`src/rtl/instr_fetch_pkg.sv`:
```
// rtl/instr_fetch_pkg.sv - fetch sequencer state encodings and default widths
//
// Purpose: shared definitions for instr_fetch.
//   fetch_state_t  : IDLE, REQ, WAIT, HOLD, FLUSH, REDIR
//   DEF_WIDTH      : default PC MSB index (PC is DEF_WIDTH+1 bits)
//   DEF_IWIDTH     : default instruction word width
//   resume_state() : where the sequencer goes once a fetch or redirect has finished
package instr_fetch_pkg;

  localparam int DEF_WIDTH  = 11;
  localparam int DEF_IWIDTH = 16;

  typedef enum logic [2:0] {
    S_IDLE  = 3'd0,
    S_REQ   = 3'd1,
    S_WAIT  = 3'd2,
    S_HOLD  = 3'd3,
    S_FLUSH = 3'd4,
    S_REDIR = 3'd5
  } fetch_state_t;

  // After a completed handshake or a redirect, keep fetching only while enabled.
  function automatic fetch_state_t resume_state(input logic en);
    return en ? S_REQ : S_IDLE;
  endfunction

endpackage

```
`src/rtl/instr_fetch.sv`:
```
// rtl/instr_fetch.sv - instruction fetch sequencer between ProgramCounter, memory and decode
//
// Purpose: reads instruction memory at pc, presents each word to decode over a
// valid/ready handshake, steers ProgramCounter with inc_pc/load_pc, and redirects
// on taken branches while discarding any read still in flight.
// Ports:
//   clk, rst           : clock, synchronous active-high reset
//   en                 : run enable (a fetch in progress always completes)
//   pc                 : current ProgramCounter value
//   inc_pc, load_pc    : one-cycle pulses to ProgramCounter
//   pc_val             : branch target loaded on load_pc
//   mem_rd, mem_addr   : read request, held until mem_valid
//   mem_valid, mem_data: read response (one-cycle pulse)
//   instr, instr_pc    : fetched word and its address
//   instr_valid        : instr/instr_pc valid; instr_ready accepts
//   branch, branch_target : one-cycle redirect request
module instr_fetch
  import instr_fetch_pkg::*;
#(
  parameter int WIDTH  = DEF_WIDTH,
  parameter int IWIDTH = DEF_IWIDTH
) (
  input  logic              clk,
  input  logic              rst,
  input  logic              en,
  input  logic [WIDTH:0]    pc,
  output logic              inc_pc,
  output logic              load_pc,
  output logic [WIDTH:0]    pc_val,
  output logic              mem_rd,
  output logic [WIDTH:0]    mem_addr,
  input  logic              mem_valid,
  input  logic [IWIDTH-1:0] mem_data,
  output logic [IWIDTH-1:0] instr,
  output logic [WIDTH:0]    instr_pc,
  output logic              instr_valid,
  input  logic              instr_ready,
  input  logic              branch,
  input  logic [WIDTH:0]    branch_target
);

  fetch_state_t state;

  always_ff @(posedge clk) begin
    if (rst) begin
      state       <= S_IDLE;
      inc_pc      <= 1'b0;
      load_pc     <= 1'b0;
      pc_val      <= '0;
      mem_rd      <= 1'b0;
      mem_addr    <= '0;
      instr       <= '0;
      instr_pc    <= '0;
      instr_valid <= 1'b0;
    end else begin
      inc_pc  <= 1'b0;
      load_pc <= 1'b0;

      if (branch && (state != S_IDLE)) begin
        // Redirect wins over everything else; the data path only has to make
        // sure the read channel ends up idle before the next REQ.
        load_pc     <= 1'b1;
        pc_val      <= branch_target;
        instr_valid <= 1'b0;
        case (state)
          S_REQ: begin
            // The request goes out anyway, so it must be drained in FLUSH.
            mem_rd   <= 1'b1;
            mem_addr <= pc;
            state    <= S_FLUSH;
          end
          S_WAIT, S_FLUSH: begin
            // A response landing in the branch cycle is the stale one: drop it
            // and skip FLUSH, otherwise FLUSH would wait for a reply that never comes.
            if (mem_valid) begin
              mem_rd <= 1'b0;
              state  <= S_REDIR;
            end else begin
              state  <= S_FLUSH;
            end
          end
          default: state <= S_REDIR;  // HOLD, REDIR
        endcase
      end else begin
        case (state)
          S_IDLE: begin
            if (en) state <= S_REQ;
          end
          S_REQ: begin
            mem_rd   <= 1'b1;
            mem_addr <= pc;
            state    <= S_WAIT;
          end
          S_WAIT: begin
            if (mem_valid) begin
              mem_rd      <= 1'b0;
              instr       <= mem_data;
              instr_pc    <= mem_addr;
              instr_valid <= 1'b1;
              inc_pc      <= 1'b1;
              state       <= S_HOLD;
            end
          end
          S_HOLD: begin
            // HOLD always lasts at least one cycle, which is what lets the
            // inc_pc pulse land before the next REQ samples pc.
            if (instr_valid && instr_ready) begin
              instr_valid <= 1'b0;
              state       <= resume_state(en);
            end
          end
          S_FLUSH: begin
            if (mem_valid) begin
              mem_rd <= 1'b0;
              state  <= S_REDIR;
            end
          end
          S_REDIR: begin
            // load_pc was high during this cycle, so pc is the target by REQ.
            state <= resume_state(en);
          end
          default: state <= S_IDLE;
        endcase
      end
    end
  end

endmodule
```
`config.mk`:
```
export PLATFORM = sky130hd
export DESIGN_NAME = instr_fetch
export DESIGN_NICKNAME = d
export VERILOG_FILES = /design/src/rtl/instr_fetch_pkg.sv /design/src/rtl/instr_fetch.sv
export SDC_FILE = /design/constraint.sdc
export NUM_CORES = 1
export LEC_CHECK = 0
export CAP_MARGIN = 20
export CELL_PAD_IN_SITES_DETAIL_PLACEMENT = 0
export CELL_PAD_IN_SITES_GLOBAL_PLACEMENT = 1
export CORE_UTILIZATION = 31
export DETAILED_ROUTE_END_ITERATION = 6
export PLACE_DENSITY_LB_ADDON = 0.1
export SYNTH_ARGS = -nofsm -noshare
export SYNTH_HDL_FRONTEND = slang
export SYNTH_SLANG_ARGS = --single-unit
export TNS_END_PERCENT = 5
```
`constraint.sdc`:
```
create_clock -name clk -period 4 [get_ports clk]
set_clock_uncertainty 0.2 [all_clocks]
set_input_delay 1 -clock clk [delete_from_list [all_inputs] [get_ports clk]]
set_output_delay 1 -clock clk [all_outputs]
set_load 0.05 [all_outputs]
```
# --- Word level (Yosys, flattened, before mapping) ---
# Cells that the tools add are included.
totals:
  ff_bits: 59
  latchBits: 0
  ram_bits: 0
  rom_bits: 0
  in_bits: 46
  output_inout_bits: 56
  wordCells: 52
  mem_count: 0
op_classes:
  add_sub_neg: 0
  multipliers: 0
  n_div: 0
  order_cmp: 0
  eq_ne: 12
  shifts: 0
  muxes: 16
  bitwise: 2
  reduce_logical: 13
op_table:
  columns: ["cell", "count"]
  rows:
  - ["$pmux W3 S6", 1]
  - ["$mux W3", 5]
  - ["$ne A3 B3 Y1 const B", 4]
  - ["$mux W1", 7]
  - ["$eq A3 B2 Y1 const B", 2]
  - ["$eq A3 B3 Y1 const B", 2]
  - ["$pmux W1 S2", 3]
  - ["$reduce_and A3 Y1", 2]
  - ["$ne A2 B2 Y1 const B", 2]
  - ["$reduce_and A4 Y1", 1]
  - ["$reduce_bool A2 Y1", 2]
  - ["$reduce_or A2 Y1", 2]
  - ["$eq A3 B1 Y1 const B", 1]
  - ["$logic_not A3 Y1", 1]
  - ["$reduce_bool A3 Y1", 1]
  - ["$reduce_or A3 Y1", 1]
  - ["$logic_and A1 B1 Y1", 2]
  - ["$ne A2 B1 Y1 const B", 1]
  - ["$not A1 Y1", 2]
  - ["$reduce_and A2 Y1", 1]

# --- Logic depth before layout (Yosys ltp) ---
logic_depth:
  word_depth: 4
  mapped_depth: 7
  ltp_nobuf: 4

# --- Worst setup path before layout ---
# No wires, ideal clock.
synth_path:
  path_kind: "input-to-reg"
  from: "input port branch"
  to: "register instr_pc[10]"
  setup_time_ns: 0.070
  arrival_time_ns: 1.722
  t_required_ns: 3.730
  setup_slack_ns: 2.007
  path_stages: 6
  path_buffers: 2
  path_cell_list: "nor2_4 > and4b_1 > buf_6 > buf_6 > nand2_1 > a21oi_1"
synth_via:
  elab_chain_cells: 3
synth_lines:
  columns: ["item", "line_no", "rtl"]
  rows:
  - ["start, declared", "instr_fetch.sv:38", "input logic branch,"]
  - ["$logic_and A1 B1 Y1", "instr_fetch.sv:59", "if (branch && (state != S_IDLE)) begin"]
  - ["$not A1 Y1 (no source line)", null, null]
  - ["$reduce_and A3 Y1 (no source line)", null, null]
  - ["end signal, assigned", "instr_fetch.sv:98", "instr_pc <= mem_addr;"]
  - ["end, declared", "instr_fetch.sv:35", "output logic [WIDTH:0] instr_pc,"]
# Every way passes these cells.
# A chain may end at the register's enable or synchronous reset.

# --- Final worst setup path ---
layout_path:
  from: "input port branch"
  to: "register instr[1]"
layout_via:
  elab_chain_cells: 3
layout_lines:
  columns: ["item", "line_no", "rtl"]
  rows:
  - ["$logic_and A1 B1 Y1", "instr_fetch.sv:59", null]
  - ["$not A1 Y1 (no source line)", null, null]
  - ["$reduce_and A3 Y1 (no source line)", null, null]
  - ["end signal, assigned", "instr_fetch.sv:97", "instr <= mem_data;"]
  - ["end, declared", "instr_fetch.sv:34", "output logic [IWIDTH-1:0] instr,"]
# Every way passes these cells.

==> flow_results.org <==
** Run status
- Status :: completed

** Drt
- Detail-routed net length per standard cell :: 12.1 um
- The first TritonRoute pass finished after 4 iterations.
- Number of nets with antenna violations after detailed routing :: 0
- Starting DRC count in detailed routing :: 89
- Overall routed net length :: 5.68 mm
- Across all layers, the routed design uses 2109 vias.
- # DRC :: 0
- Dividing the detail-routed via count by the number of cells gives 4.51.

** Clock network
- Counting every sink on the clock net gives 59.
- In this run, post-CTS hold repair placed 0 buffers.
- Clock buffer count from CTS :: 9
- Buffers added to address setup during post-CTS repair amount to 0.
- Maximum number of buffers from clock root to sink :: 2
- Clock-pin slew was measured on the worst setup and hold paths at 0.06 ns.
- In this run the number of H-tree levels came out at 3.
- Root buffer cell :: sky130_fd_sc_hd__clkbuf_8
- TritonCTS built the clock tree.
- Once the clock tree was built, the resizer swapped 0 gates to a different size.
- Later-pin clock latency in the skew report :: 0.32 ns

** Setup path
- Worst flop-to-flop path startpoint :: state[1]$_SDFFE_PP0P_
- Delay of the slowest critical-path stage :: 0.57 ns
- The most critical setup path has its startpoint at branch.
- Measured in cells, the most critical reg-to-reg path has a length of 4.
- Crit-path max FO :: 18
- Crit path launch type :: input pin
- Class of the most critical setup path :: input pin to register
- End of the worst register-to-register path :: instr[1]$_SDFFE_PP0P_
- Register-to-register path setup slack :: 1.97 ns
- Data arrival at the endpoint of the critical path :: 2.81 ns
- CP Cell Sequence :: clkdlybuf4s50_1 > nor2_4 > and4b_1 > buf_4 > nand2_1 > a21oi_1
- STA puts the critical path data required time at 4.05 ns.
- STA classifies the critical path endpoint as a register.
- Last element of the critical path :: instr[1]$_SDFFE_PP0P_
- The slowest stage of the critical path belongs to the cell sky130_fd_sc_hd__clkdlybuf4s50_1.

** Placed design
- Post-placement setup slack :: 0.878 ns
- Dpl hpwl :: 3.90 mm
- Count of port buffers added during placement :: 101
- Final weighted congestion of routability-driven global placement :: 0.691
- In this run, placement finished with an instance count of 452.

** STA
- Number of failing hold endpoints at the final stage :: 0
- Transition time at the pin with the least slew margin :: 0.696 ns
- Time the final worst path needs with I/O delays and setup :: 2.76 ns
- Highest Clock Rate :: 363 MHz
- Normalized max-slew margin :: 53.6%
- The count of final max-slew check failures is 0.
- Final count of negative-setup-slack endpoints :: 0
- The worst path uses 68.9% of the clock period.
- Smallest setup slack after layout :: 1.24 ns
- After routing, the total negative slack on setup checks comes to 0 ns.
- Unrepaired setup endpoints after global routing :: no
- Minimum hold slack :: 0.253 ns

** Logic synthesis
- In this run, distinct cell masters in the synthesized netlist total 28.
- Async SR Flop Fraction :: 0%
- Synthesized area per cell :: 8.10 um2
- Synthesis inferred 59 register bits.
- Most frequently used flop master after synthesis :: sky130_fd_sc_hd__dfxtp_1
- Number of flops mapped to enable cells by yosys :: 0
- Synthesis handed over a netlist of 271 instances.
- Register area share after synthesis :: 53.8%
- The Yosys step of the flow raised 0 warnings.
- When the netlist entered floorplanning its net count stood at 317.
- The cell area that synthesis handed to floorplanning was 2190 um2.

** Die
- Measured along the y axis, the die boundary spans 86.1 um.
- 102 I/O pins were placed.
- The floorplan step defined a core boundary enclosing 6830 um2.
- Die extent in x :: 86.1 um
- The die covers 7420 um2.
- # rows :: 30
- Initial Utilization :: 32.1%

** GRT
- Global routing finished with a remaining overflow of 0.
- Vias in the first global route :: 1946
- The first global-routing pass estimated 9.27 mm of wire.
- Global routing consumed, over all layers together, 16.2% of the routing resources.
- Number of antenna violations at the first check in global routing :: 0
- Entering global routing, the biggest net connects 37 pins.

** Layout
- For this run, the post-layout net count is 413.
- Number of antenna repair diodes :: 0
- Fraction of final layout cells with drive strength greater than 1 :: 6.18%
- Non-filler cells, final :: 468
- Synth-to-layout area growth :: 56.1%

** Power and ir drop
- VDD sags by at most 0.000216 V.
- Summed over all cells, the static leakage comes to 0.00116 uW.
- For this design the ratio of total power to cell area is 427 nW/um2.

** Worst hold path
- The tightest min-delay check is of the register to register type.
- Critical hold path startpoint :: pc_val[6]$_SDFFE_PP0P_

** Job
- Max-cap violations :: 0
==> logic make-up after synthesis <==
family,share of synthesized area (%)
buf+inv,5.99
xor+xnor,0.399
compound gates,17.2
simple gates,22.6
flops,53.8
==> critical path: cells and delay by family <==
kind	cells	cell delay, ns
AOI/OAI and AO/OA	1	0.13
buffers and inverters	2	0.89
and+or+nand+nor	3	0.77
==> metal layers <==
layer / wire length (um) / track usage (%)
met5: 0 / 0
met4: 38 / 6.36
met3: 367 / 6.45
met2: 2650 / 26.3
met1: 2620 / 19.3
==> final cells by class <==
class	count	area (um2)
Clock inverter	5	52.6
Sequential cell	59	1180
Tap cell	96	120
Fill cell	713	3410
Timing Repair Buffer	104	1040
Multi-Input combinational cell	191	882
Clock buffer	11	141
Inverter	2	7.51
==> synth_stat cells, drive strengths merged (2+ instances only) <==
| master | instances | share of area [%] |
|---|---|---|
| a21oi | 54 | 12 |
| buf | 12 | 4.4 |
| clkbuf | 7 | 1.2 |
| dfxtp | 59 | 54 |
| inv | 2 | 0.34 |
| nand2 | 110 | 19 |
| nand4 | 2 | 0.57 |
| nor2 | 6 | 1.4 |
| o21ai | 4 | 0.91 |
| o22ai | 2 | 0.57 |
==> per-stage QoR <==
step	cell area, um2	power, uW	util [%]
after global routing	3430	1540	50.1
after CTS	3430	1490	50.1
after detailed placement	3230	950	47.3
after floorplan	2190	837	-
after global placement	3230	949	47.3
final	3430	1460	50.1
==> power by group <==
group	internal [uW]	leakage, uW	switching (uW)	total (uW)
Combinational	113	0.000584	175	288
Clock	301	0.0000991	228	529
Sequential	618	0.000479	28.4	646
Total	1030	0.00116	431	1460
==> flip-flops by register name, indices dropped and copies added (netlist names), named ones only <==
signal,cells
instr_pc,12
pc_val,12
mem_rd,1
inc_pc,1
mem_addr,12
instr,16
instr_valid,1
state,2
load_pc,1
==> worst min path at each step <==
stage               slack, ns                     end  cells past startpoint
floorplan                0.36                register                      3
global placement         0.24  instr[14]$_SDFFE_PP0P_                      2
detailed placement       0.25  pc_val[8]$_SDFFE_PP0P_                      2
CTS                      0.26  pc_val[8]$_SDFFE_PP0P_                      2
global route             0.28  pc_val[1]$_SDFFE_PP0P_                      2
finish                   0.25  pc_val[6]$_SDFFE_PP0P_                      2
==> cell usage in the layout, fill, tap and decap left out, types with 2 or more instances in the layout <==
cell / n
sky130_fd_sc_hd__nand2_1: 110
sky130_fd_sc_hd__clkdlybuf4s50_1: 100
sky130_fd_sc_hd__dfxtp_1: 59
sky130_fd_sc_hd__a21oi_1: 54
sky130_fd_sc_hd__clkbuf_8: 10
sky130_fd_sc_hd__nor2_1: 5
sky130_fd_sc_hd__o21ai_0: 3
sky130_fd_sc_hd__clkinv_2: 3
sky130_fd_sc_hd__inv_1: 2
sky130_fd_sc_hd__nand4_1: 2
sky130_fd_sc_hd__o22ai_1: 2
sky130_fd_sc_hd__buf_4: 2
No activity file was read; power rests on OpenSTA's default activity.
